## src/rtl/alu_issue.sv

```systemverilog
// alu_issue: decode/issue and writeback stage sitting in front of the 8-bit ALU.
// Holds the 8x8 register file and the architectural flags. Each instruction
// takes two cycles: it is issued in IDLE and written back at the end of EXEC.
module alu_issue #(
  parameter logic [7:0] REG_RESET = 8'h00
) (
  input  logic        clock,
  input  logic        reset,
  input  logic        ins_valid,
  output logic        ins_ready,
  input  logic [15:0] ins_data,
  output logic [4:0]  alu_op,
  output logic [7:0]  alu_in1,
  output logic [7:0]  alu_in2,
  output logic [2:0]  alu_im,
  input  logic [7:0]  alu_res,
  input  logic        alu_cf,
  input  logic        alu_zf,
  input  logic        alu_sf,
  input  logic        alu_of,
  output logic [3:0]  flags,
  output logic [7:0]  show_data,
  output logic        show_valid,
  output logic        done,
  output logic        illegal
);

  localparam logic [4:0] OP_NOP   = 5'b00000;
  localparam logic [4:0] OP_MOV   = 5'b00110;
  localparam logic [4:0] OP_NOT   = 5'b01000;
  localparam logic [4:0] OP_LDI   = 5'b10000;
  localparam logic [4:0] OP_SHOWR = 5'b11111;

  typedef enum logic {IDLE, EXEC} state_t;

  state_t      state;
  state_t      next_state;
  logic        accept;
  logic [4:0]  cur_op;
  logic [2:0]  cur_rd;
  logic [7:0]  cur_imm;
  logic [7:0]  regs [8];

  logic [4:0]  in_op;
  logic [2:0]  in_rd;
  logic [2:0]  in_rs;
  logic [2:0]  in_im;

  assign in_op = ins_data[15:11];
  assign in_rd = ins_data[10:8];
  assign in_rs = ins_data[7:5];
  assign in_im = ins_data[4:2];

  // Ops whose ALU result and flags both land in the architectural state.
  function automatic logic op_writes_flags(input logic [4:0] op);
    case (op)
      5'd1, 5'd2, 5'd3, 5'd4, 5'd5, 5'd7,
      5'd9, 5'd10, 5'd11, 5'd12, 5'd13, 5'd14: op_writes_flags = 1'b1;
      default:                                 op_writes_flags = 1'b0;
    endcase
  endfunction

  // Ops that actually use the ALU, so operands are presented to it.
  function automatic logic op_drives_alu(input logic [4:0] op);
    op_drives_alu = (op <= 5'd14) || (op == OP_SHOWR);
  endfunction

  // State register; reset always returns to IDLE, aborting any EXEC.
  always_ff @(posedge clock) begin
    if (reset) state <= IDLE;
    else       state <= next_state;
  end

  // Next-state and handshake: ready only in IDLE and never while in reset.
  always_comb begin
    next_state = state;
    ins_ready  = 1'b0;
    accept     = 1'b0;
    case (state)
      IDLE: begin
        ins_ready = ~reset;
        accept    = ins_valid & ~reset;
        if (accept) next_state = EXEC;
      end
      EXEC: next_state = IDLE;
      default: next_state = IDLE;
    endcase
  end

  // Issue loads the ALU operand registers; the closing EXEC edge writes back.
  always_ff @(posedge clock) begin
    if (reset) begin
      alu_op     <= 5'd0;
      alu_in1    <= 8'd0;
      alu_in2    <= 8'd0;
      alu_im     <= 3'd0;
      flags      <= 4'b0000;
      show_data  <= 8'd0;
      show_valid <= 1'b0;
      done       <= 1'b0;
      illegal    <= 1'b0;
      cur_op     <= OP_NOP;
      cur_rd     <= 3'd0;
      cur_imm    <= 8'd0;
      for (int i = 0; i < 8; i++) regs[i] <= REG_RESET;
    end else begin
      show_valid <= 1'b0;
      done       <= 1'b0;
      illegal    <= 1'b0;
      if (accept) begin
        cur_op  <= in_op;
        cur_rd  <= in_rd;
        cur_imm <= ins_data[7:0];
        if (op_drives_alu(in_op)) begin
          alu_op  <= in_op;
          alu_in1 <= regs[in_rd];
          alu_in2 <= regs[in_rs];
          alu_im  <= in_im;
        end else begin
          alu_op  <= 5'd0;
          alu_in1 <= 8'd0;
          alu_in2 <= 8'd0;
          alu_im  <= 3'd0;
        end
      end else if (state == EXEC) begin
        alu_op  <= 5'd0;
        alu_in1 <= 8'd0;
        alu_in2 <= 8'd0;
        alu_im  <= 3'd0;
        done    <= 1'b1;
        if (op_writes_flags(cur_op)) begin
          regs[cur_rd] <= alu_res;
          flags        <= {alu_cf, alu_zf, alu_sf, alu_of};
        end else if (cur_op == OP_MOV || cur_op == OP_NOT) begin
          regs[cur_rd] <= alu_res;
        end else if (cur_op == OP_LDI) begin
          regs[cur_rd] <= cur_imm;
        end else if (cur_op == OP_SHOWR) begin
          show_data  <= alu_res;
          show_valid <= 1'b1;
        end else if (cur_op != OP_NOP) begin
          illegal <= 1'b1;
        end
      end
    end
  end

endmodule

```

## config.mk

```make
export PLATFORM = sky130hd
export DESIGN_NAME = alu_issue
export DESIGN_NICKNAME = d
export VERILOG_FILES = /design/src/rtl/alu_issue.sv
export SDC_FILE = /design/constraint.sdc
export NUM_CORES = 1
export LEC_CHECK = 0
export ABC_AREA = 1
export BUFFER_PORTS_ARGS = -buffer_cell sky130_fd_sc_hd__clkbuf_2
export CELL_PAD_IN_SITES_DETAIL_PLACEMENT = 0
export CELL_PAD_IN_SITES_GLOBAL_PLACEMENT = 1
export CORE_ASPECT_RATIO = 0.8
export CORE_MARGIN = 2
export CORE_UTILIZATION = 35
export DETAILED_ROUTE_END_ITERATION = 16
export HOLD_SLACK_MARGIN = 0.02
export PLACE_DENSITY_LB_ADDON = 0.1
export SLEW_MARGIN = 20
export SYNTH_ARGS = -nofsm -noshare
export SYNTH_HDL_FRONTEND = slang
export SYNTH_SLANG_ARGS = --single-unit
export TNS_END_PERCENT = 10
```

## constraint.sdc

```tcl
create_clock -name clock -period 1.68 [get_ports clock]
set_input_delay 0.168 -clock clock [delete_from_list [all_inputs] [get_ports clock]]
set_output_delay 0.168 -clock clock [all_outputs]
set_load 0.02 [all_outputs]
```

==> reports/results.ini, run 1 <==
[synth]
synth-seq-cells=121
synth_nets=752
synth_area_sq_mm=0.00580
syn_inst=721
async_flop_share=0
synthXorXnorAreaFrac=0
yosys_most_used_dff=edfxtp_1
ys_types=27
synth_top_family_by_area=simple AND/OR/NAND/NOR gates
syn_avg_cell_area_sq_um=8.04
ys_seq_area_frac=0.528
synth_edf_count=64
synth_adder_area_share=0
synth_compound_area_frac=0.0811
synth_warnings=0
synth_simple_gate_area_frac=0.321
synth_mux_area_frac=0

[critical_path]
reg2reg_slack_ps=110
r2r_end=regs[6][4]
crit_start=cur_op[1]
cpPeakStageDelay_ps=340
crit_end=regs[6][4]
cp-end-kind=flip-flop
rr_worst_depth=6
crit_slowest_cell=dfxtp_1
critPathMaxFanout=16
cp.arrival_ps=1730
crit_type=flip-flop to flip-flop
worstPathRequired_ps=1840
crit_chain=nor2_4 -> buf_4 -> nand4_4 -> buf_12 -> o21ai_4 -> nor2_1
r2r-start=cur_op[1]
startpoint_type=flip-flop

[pwr]
power.density_mw_per_mm2=1050
pwr-share-comb=0.113
pwr-share-clk=0.463
p_leak_nw=3.19
p_sw_mw=1.96
p_sw_frac=0.250
p_int_mw=5.87
ir_drop_uv=659
p_seq_frac=0.424
power_mw=7.83

[sta]
slew_headroom=0.653
holdWs_ps=33.5
max_freq_mhz=636
worst_slew_pin_slew_ps=520
finalMaxSlewViolations=0
finalSetupTns_ps=0
layout_setup_ws_ps=108
post-route-period-util=0.936
setup_viol=0
grt_setup_unrepaired=true
skew_ps=9.10
hold_viol=0
period_needed_ps=1570

[route]
drtIter0Drc=490
drc_errors=0
avgViaCountPerCell=4.95
drt_pass1_iterations=5
num_vias=5246
avgRoutedWirePerCell_um=17.5
drt_wl_total_mm=18.5
ant_nets=0

[cts]
ctsHtreeMaxLevel=4
clock_latency_ps=420
clk_pin_slew_ps=60
cts_tree=built
cts_made_buffers=17
clockBufferDepth=2
clock_sink_count=121
cts_setup_buffers=0
cts_root_buffer=clkbuf_16

[global_routing]
grt_pass1_vias=4775
grt_max_degree=33
grt_pass1_wl_mm=28.1
grt.total_usage=0.217
antenna_found_initial=0
overflow=0

[outcome]
status=completed

[die]
core_sq_mm=0.0164
core.rowCount=42
initial_core_util=0.354
ioPinCount=71
dieArea_sq_mm=0.0176
die_y_um=119
dieWidth_um=148

[place]
dpl.hpwl_mm=13.6
pre_cts_ws_ps=-69.4
routabilityCongestion=0.871
numPortBuffers=70

[layout]
n_fill_cell=1624
seq_area_sq_mm=0.00306
final_nets=857
antennaDiodeCount=0
layout-drive-gt1-share=0.216
final_util=0.455
synthToLayoutAreaGrowth_pct=28.5
multiInputGateArea_sq_mm=0.00237

[min_path]
hp-class=primary input to flip-flop

[job]
drv_cap=0

cell families after synthesis:
kind of cell,Yosys count
flip-flops,121
buffers and inverters,97
AO/OA/AOI/OAI,72
AND/OR/NAND/NOR,431
synthesized netlist by cell type, types with 7 or more instances:
cell	number	share of area
o21ai_4	7	0.020
buf_2	7	0.0060
dfxtp_1	57	0.20
edfxtp_1	64	0.33
o21ai_0	16	0.014
a21oi_1	38	0.033
clkbuf_1	21	0.014
nor3_1	10	0.0086
nand2_1	226	0.15
nand3_2	8	0.014
inv_1	55	0.036
nor2_1	70	0.045
nand3_1	104	0.090
placed cells by master, fill, tap and decap left out, types with 5 or more instances in the layout:
cell and n:
buf_12 13, clkbuf_16 17, dlygate4sd3_1 9, inv_1 55
clkinv_1 6, o21ai_0 16, dfxtp_1 56, o21ai_4 7
buf_4 30, nand2_1 218, nand3_2 8, a22o_1 5
nor2_1 68, a21oi_1 37, clkbuf_2 70, edfxtp_1 64
nand3_1 104, nor3_1 10, nand2_2 13
through the flow:
step	cell area, sq um	std cells
CTS	7420	1059
floorplan	5800	721
global placement	6740	1018
finish	7450	1059
global route	7450	1059
detailed placement	6740	1018
worst max-delay path, delay by kind of cell (launching register included):
family / cells / cell delay [ps]
flip-flops: 1 / 340
AO/OA/AOI/OAI: 1 / 310
buffers and inverters: 2 / 320
AND/OR/NAND/NOR: 3 / 330
timing repair:
| action | CTS | global route |
|---|---|---|
| pin swaps | 0 | 1 |
| resized for setup | 1 | 12 |
| endpoints found under the setup margin | 64 | 129 |
| endpoints found under the hold margin | 12 | 0 |
| hold buffers | 9 | 0 |
per-layer routing:
layer	global-route usage	wire [um]	vias to the layer above
met3	0.0579	1360	20
met2	0.287	7280	179
met5	0	0	-
met1	0.340	9590	2465
li1	-	-	2582
met4	0.0655	310	0
sequential cells by signal, indices dropped and copies added (netlist names), named ones only:
signal      count
alu_in2         8
alu_op          5
show_data       8
illegal         1
cur_op          5
cur_rd          3
cur_imm         8
alu_im          3
state           1
regs           64
show_valid      1
flags           4
alu_in1         8
done            1
area by class of cell:
class / count / area share
timing repair buffer: 122 / 0.124
clock inverter: 12 / 0.0201
clock buffer: 20 / 0.0586
inverter: 61 / 0.0307
sequential: 121 / 0.411
multi-input combinational: 503 / 0.318
tap: 220 / 0.0369
power by group through the flow:
stage	clock network [mW]	registers (mW)	logic (mW)
detailed placement	0	3.37	0.862
global placement	0	3.37	0.860
floorplan	0	3.36	0.466
finish	3.62	3.32	0.887
global route	3.83	3.32	0.966
CTS	3.68	3.31	0.883
worst min path at each step:
| stage | from | endpoint | slack [ps] | cells after the start |
|---|---|---|---|---|
| 2_1_floorplan | ins_data[15] | cur_op[4] | 280 | 2 |
| 3_3_place_gp | ins_data[0] | cur_imm[0] | 410 | 2 |
| 3_5_place_dp | ins_data[1] | cur_imm[1] | 410 | 2 |
| 5_1_grt | alu_res[2] | show_data[2] | 40 | 3 |
| 6_report | ins_data[11] | alu_op[0] | 30 | 3 |
| 4_1_cts | ins_data[11] | alu_op[0] | 20 | 3 |
Note: power is estimated with default switching activity, not from simulation.
==> run 2: changes to the inputs <==
--- a/config.mk
+++ b/config.mk
@@ -10,12 +10,13 @@
 export CELL_PAD_IN_SITES_DETAIL_PLACEMENT = 0
 export CELL_PAD_IN_SITES_GLOBAL_PLACEMENT = 1
 export CORE_ASPECT_RATIO = 0.8
-export CORE_MARGIN = 2
+export CORE_MARGIN = 10
 export CORE_UTILIZATION = 35
+export CTS_BUF_LIST = sky130_fd_sc_hd__clkbuf_4
 export DETAILED_ROUTE_END_ITERATION = 16
 export HOLD_SLACK_MARGIN = 0.02
 export PLACE_DENSITY_LB_ADDON = 0.1
-export SLEW_MARGIN = 20
+export SLEW_MARGIN = 5
 export SYNTH_ARGS = -nofsm -noshare
 export SYNTH_HDL_FRONTEND = slang
 export SYNTH_SLANG_ARGS = --single-unit
==> reports/results.ini, run 2 (synthesis gave the netlist of run 1 again) <==
[outcome]
status=completed

[layout]
largest_reg_flops=64  ; unchanged
instances_no_fill=1076  ; +1.6%
final_common_cell=nand2_1
layout_common_cells=218 x nand2_1, 104 x nand3_1, 70 x clkbuf_2
final_nets=875  ; +2.1%
synthToLayoutAreaGrowth_pct=26.2
layout-drive-gt1-share=0.217  ; +0.00156
antennaDiodeCount=0  ; unchanged
largest-register=regs

[place]
dpl.hpwl_mm=14.2  ; +4.0%
dp.cells=1021  ; +0.29%
numPortBuffers=70  ; unchanged
routabilityCongestion=0.872  ; +0.18%

[sta]
period_needed_ps=1580  ; +6.83 ps
finalSetupTns_ps=0  ; unchanged
holdWs_ps=102  ; +69.0 ps
finalMaxSlewViolations=0  ; unchanged
setup_viol=0  ; unchanged
grt_setup_unrepaired=true
skew_ps=28.4  ; +19.3 ps
post-route-period-util=0.940  ; +0.00407
worst_slew_pin_slew_ps=501  ; -19.0 ps
max_freq_mhz=633  ; -0.43%
slew_headroom=0.665  ; +0.0127
hold_viol=0  ; unchanged

[cts]
clock_sink_count=121  ; unchanged
cts_made_buffers=17  ; unchanged
cts_tree=built
ctsHtreeMaxLevel=4  ; unchanged
clockBufferDepth=2  ; unchanged
clock_latency_ps=550  ; +130 ps
cts_setup_buffers=0  ; unchanged
clk_pin_slew_ps=130  ; +70 ps
cts_root_buffer=clkbuf_4

[critical_path]
critPathMaxFanout=10  ; -6
crit_type=flip-flop to flip-flop
crit_start=cur_op[1]
cp-end-kind=flip-flop
worstPathRequired_ps=1930  ; +90 ps
r2r-start=cur_op[1]
startpoint_type=flip-flop
cp.arrival_ps=1830  ; +100 ps

[pwr]
ir_drop_uv=529  ; -20%
p_leak_nw=3.13  ; -2.0%
power_mw=6.39  ; -18%
power.density_mw_per_mm2=874  ; -17%

[die]
core_sq_mm=0.0164  ; unchanged
ioPinCount=71  ; unchanged
initial_core_util=0.354  ; unchanged
dieArea_sq_mm=0.0222  ; +26%
dieWidth_um=164  ; +11%
core.rowCount=42  ; unchanged
die_y_um=135  ; +13%

[route]
avgRoutedWirePerCell_um=17.7  ; +1.3%
num_vias=5395  ; +2.8%
drt_wl_total_mm=19.1  ; +3.0%
avgViaCountPerCell=5.01  ; +1.2%
drt_pass1_iterations=5  ; unchanged
drc_errors=0  ; unchanged
ant_nets=0  ; unchanged
drtIter0Drc=506  ; +3.3%

[global_routing]
overflow=0  ; unchanged
grt_max_degree=33  ; unchanged
grt.total_usage=0.172  ; -0.0453
grt_pass1_wl_mm=28.8  ; +2.4%
antenna_found_initial=0  ; unchanged
grt_pass1_vias=4865  ; +1.9%

[min_path]
min_from=ins_data[10]
hp-class=primary input to flip-flop

[job]
drv_cap=0  ; unchanged

[run 2: per-layer routing]
layer / GRT usage / part of all wire
met5: 0 / 0
met4: 0.0505 / 0.014
met3: 0.0453 / 0.078
met2: 0.219 / 0.39
met1: 0.269 / 0.52
[run 2: power by group]
part | total, mW | internal [mW] | switching [mW]
clock | 2.16 | 0.913 | 1.25
combinational | 0.924 | 0.352 | 0.573
sequential | 3.30 | 3.22 | 0.0884
total | 6.39 | 4.48 | 1.91
[run 2: cell type report]
cell class                      count  area [sq um]
Fill cell                        1646          9080
Sequential cell                   121          3060
Multi-Input combinational cell    503          2360
Timing Repair Buffer              140          1100
Tap cell                          220           275
Inverter                           61           229
Clock inverter                     14           165
Clock buffer                       17           128
[run 2: repair_timing]
action	4_1_cts	5_1_grt
setup endpoints to repair	64	61
resized for setup	3	7
hold endpoints to repair	32	0
hold buffers	24	0
cloned	0	0
[run 2: worst paths after layout]
| kind | cells after the start | slack [ps] | end |
|---|---|---|---|
| setup / recovery | 8 | 100 | regs[7][5] |
| hold / removal | 3 | 100 | cur_rd[2] |
| setup reg to reg | 8 | 100 | regs[7][5] |
| hold reg to reg | 2 | 450 | show_data[1] |
[run 2: metrics by stage]
| step | instance area (sq um) | util | worst slack (ps) |
|---|---|---|---|
| 2_1_floorplan | 5800 | - | 7.61 |
| 3_3_place_gp | 6760 | 0.412 | -27.1 |
| 3_5_place_dp | 6760 | 0.412 | -74.9 |
| 4_1_cts | 7300 | 0.445 | 1.26 |
| 5_1_grt | 7320 | 0.446 | -46.5 |
| 6_report | 7320 | 0.446 | 101 |
[run 2: worst max-delay path, stage by stage, from the launching register on]
cell and delay, ps:
dfxtp_1 360, buf_4 120, nand2_1 40, inv_1 90, nand3_1 70, nand4_1 150, buf_12 160, nand3_2 90
nand2_2 190
==> run 3: changes to the inputs <==
--- a/config.mk
+++ b/config.mk
@@ -5,7 +5,6 @@
 export SDC_FILE = /design/constraint.sdc
 export NUM_CORES = 1
 export LEC_CHECK = 0
-export ABC_AREA = 1
 export BUFFER_PORTS_ARGS = -buffer_cell sky130_fd_sc_hd__clkbuf_2
 export CELL_PAD_IN_SITES_DETAIL_PLACEMENT = 0
 export CELL_PAD_IN_SITES_GLOBAL_PLACEMENT = 1
==> reports/results.ini, run 3 <==
[outcome]
status=complete, but fails checks
violations=negative setup slack

[die]
initial_core_util=0.361  ; +0.00775
die_y_um=135  ; -0.24%
core.rowCount=41  ; -2.4%
dieArea_sq_mm=0.0220  ; -0.49%
core_sq_mm=0.0160  ; -2.7%
dieWidth_um=164  ; -0.25%
ioPinCount=71  ; unchanged

[layout]
layout_common_cells=70 x clkbuf_2, 67 x nor2_1, 64 x edfxtp_1
layout-drive-gt1-share=0.409  ; +0.191
largest_reg_flops=64  ; unchanged
antennaDiodeCount=0  ; unchanged
synthToLayoutAreaGrowth_pct=31.4
stdcell_area_sq_mm=0.00758  ; +3.5%
largest-register=regs
final_util=0.475  ; +0.0286
final_common_cell=clkbuf_2
final_nets=593  ; -32%

[synth]
ys_types=48  ; +78%
synth_area_leaders=edfxtp_1 33%, dfxtp_1 20%, mux4_1 8.7%, nor2_1 5.2%, mux4_2 5.1%
yosys_most_used_dff=edfxtp_1
async_flop_share=0  ; unchanged
ys_seq_area_frac=0.531  ; +0.00298
yosysMostFrequentCell=nor2_1
synth_edf_count=64  ; unchanged
syn_avg_cell_area_sq_um=13.6  ; +69%
yosysTopAreaCell=edfxtp_1
synth_common_cells=80 x nor2_1, 64 x edfxtp_1, 57 x dfxtp_1
synth_nets=455  ; -39%
yosysTopAreaCellShare=0.333  ; +0.00187
syn_inst=424  ; -41%
synth-seq-cells=121  ; unchanged
synth_area_sq_mm=0.00577  ; -0.56%
synth_warnings=0  ; unchanged

[sta]
finalMaxSlewViolations=0  ; unchanged
grt_setup_unrepaired=true
skew_ps=17.5  ; -10.8 ps
finalSetupTns_ps=-6030  ; -6030 ps
layout_setup_ws_ps=-97.1  ; -198 ps
slew_headroom=0.665  ; about the same
max_freq_mhz=563  ; -11%
hold_viol=0  ; unchanged
holdWs_ps=119  ; +16.4 ps
period_needed_ps=1780  ; +198 ps
post-route-period-util=1.06  ; +0.118
worst_slew_pin_slew_ps=503  ; +1.99 ps
setup_viol=116  ; +116

[min_path]
hp-class=primary input to flip-flop
min_from=ins_data[10]
min_to=cur_rd[2]
hold_path_depth=3  ; unchanged

[place]
dpl.hpwl_mm=10.9  ; -23%
routabilityCongestion=0.767  ; -12%
numPortBuffers=70  ; unchanged
place_area_sq_mm=0.00689  ; +1.9%
pre_cts_ws_ps=-130  ; -55.5 ps

[critical_path]
startpoint_type=flip-flop
cp.arrival_ps=2060  ; +230 ps
cp-end-kind=flip-flop
worstPathRequired_ps=1960  ; +30 ps
rr_worst_depth=6  ; -2
critPathMaxFanout=8  ; -2
crit_start=cur_op[4]
reg2reg_slack_ps=-100  ; -200 ps
r2r-start=cur_op[4]
crit_type=flip-flop to flip-flop
r2r_end=regs[1][0]

[route]
num_vias=3919  ; -27%
drtIter0Drc=307  ; -39%
drt_wl_total_mm=15.5  ; -19%
ant_nets=0  ; unchanged
avgRoutedWirePerCell_um=19.6  ; +11%
avgViaCountPerCell=4.96  ; -1.1%
drc_errors=0  ; unchanged
drt_pass1_iterations=4  ; -1

[cts]
clock_latency_ps=530  ; -20 ps
clock_sink_count=121  ; unchanged
clockBufferDepth=2  ; unchanged
cts_root_buffer=clkbuf_4
cts_made_buffers=17  ; unchanged
clk_pin_slew_ps=100  ; -30 ps
cts_tree=built
ctsHtreeMaxLevel=4  ; unchanged

[global_routing]
overflow=0  ; unchanged
antenna_found_initial=0  ; unchanged
grt_max_degree=24  ; -27%
grt_pass1_wl_mm=23.9  ; -17%
grt_pass1_vias=3993  ; -18%
grt.total_usage=0.144  ; -0.0271

[job]
drv_cap=0  ; unchanged

[pwr]
ir_drop_uv=394  ; -26%
p_leak_nw=3.12  ; -0.21%
power.density_mw_per_mm2=836  ; -4.3%

-- run 3: cell types whose count changed after synthesis, sizes merged, moves of 20 or more --
cell	delta
mux4	+32
inv	-55
nand3	-106
nand2	-211
a21oi	-39
mux2i	+20
nand2b	+23
-- run 3: worst max path at each step --
| stage | to | slack, ps | depth (start not counted) |
|---|---|---|---|
| after floorplan | regs[4][0] | -60 | 4 |
| after global placement | regs[7][1] | -100 | 6 |
| after detailed placement | regs[6][7] | -130 | 5 |
| after CTS | regs[5][1] | -90 | 6 |
| after global routing | regs[5][6] | -130 | 7 |
| final | regs[1][0] | -100 | 6 |
-- run 3: per-stage QoR --
step | std cells | power [mW]
2_1_floorplan | 424 | 3.84
3_3_place_gp | 728 | 4.19
3_5_place_dp | 728 | 4.19
4_1_cts | 790 | 6.42
5_1_grt | 790 | 6.62
6_report | 790 | 6.33
-- run 3: timing repair --
item                                   in CTS  in global routing
buffers inserted                            3                  0
setup endpoints to repair                 127                132
gates cloned                                1                  0
hold buffers                               26                  0
pin swaps                                  26                  6
gates resized for setup                    12                 24
endpoints found under the hold margin      33                  0
-- run 3: report_power, final --
part	total, mW	switching [mW]	internal (mW)
sequential	3.30	0.0817	3.22
clock	2.12	1.07	1.05
combinational	0.918	0.451	0.467
total	6.33	1.60	4.73
-- run 3: routing by layer --
metal | part of all wire | vias up | global-route usage
li1 | - | 1883 | -
met1 | 0.48 | 1934 | 0.198
met2 | 0.45 | 91 | 0.219
met3 | 0.066 | 11 | 0.0383
met4 | 0.0088 | 0 | 0.0431
met5 | 0 | - | 0
-- run 3: cell families after synthesis --
family | after synthesis | share of synthesized area
flops | 121 | 0.531
xor+xnor | 3 | 0.00456
compound gates | 50 | 0.0640
simple gates | 152 | 0.146
mux | 68 | 0.221
buf+inv | 30 | 0.0332
-- run 3: layout make-up --
class	instances	area, sq um
fillers	1465	8380
flip-flops and latches	121	3080
multi-input cells	274	2690
repair buffers	146	1250
well taps	215	269
clock buffers	20	150
clock inverters	12	131
inverters	2	7.51
-- run 3: worst max-delay path, stage by stage, from the launching register on --
cell,delay [ps]
dfxtp_4,390
nor4b_4,140
or4_4,550
buf_12,170
nand3_4,90
buf_12,140
nor2_1,50
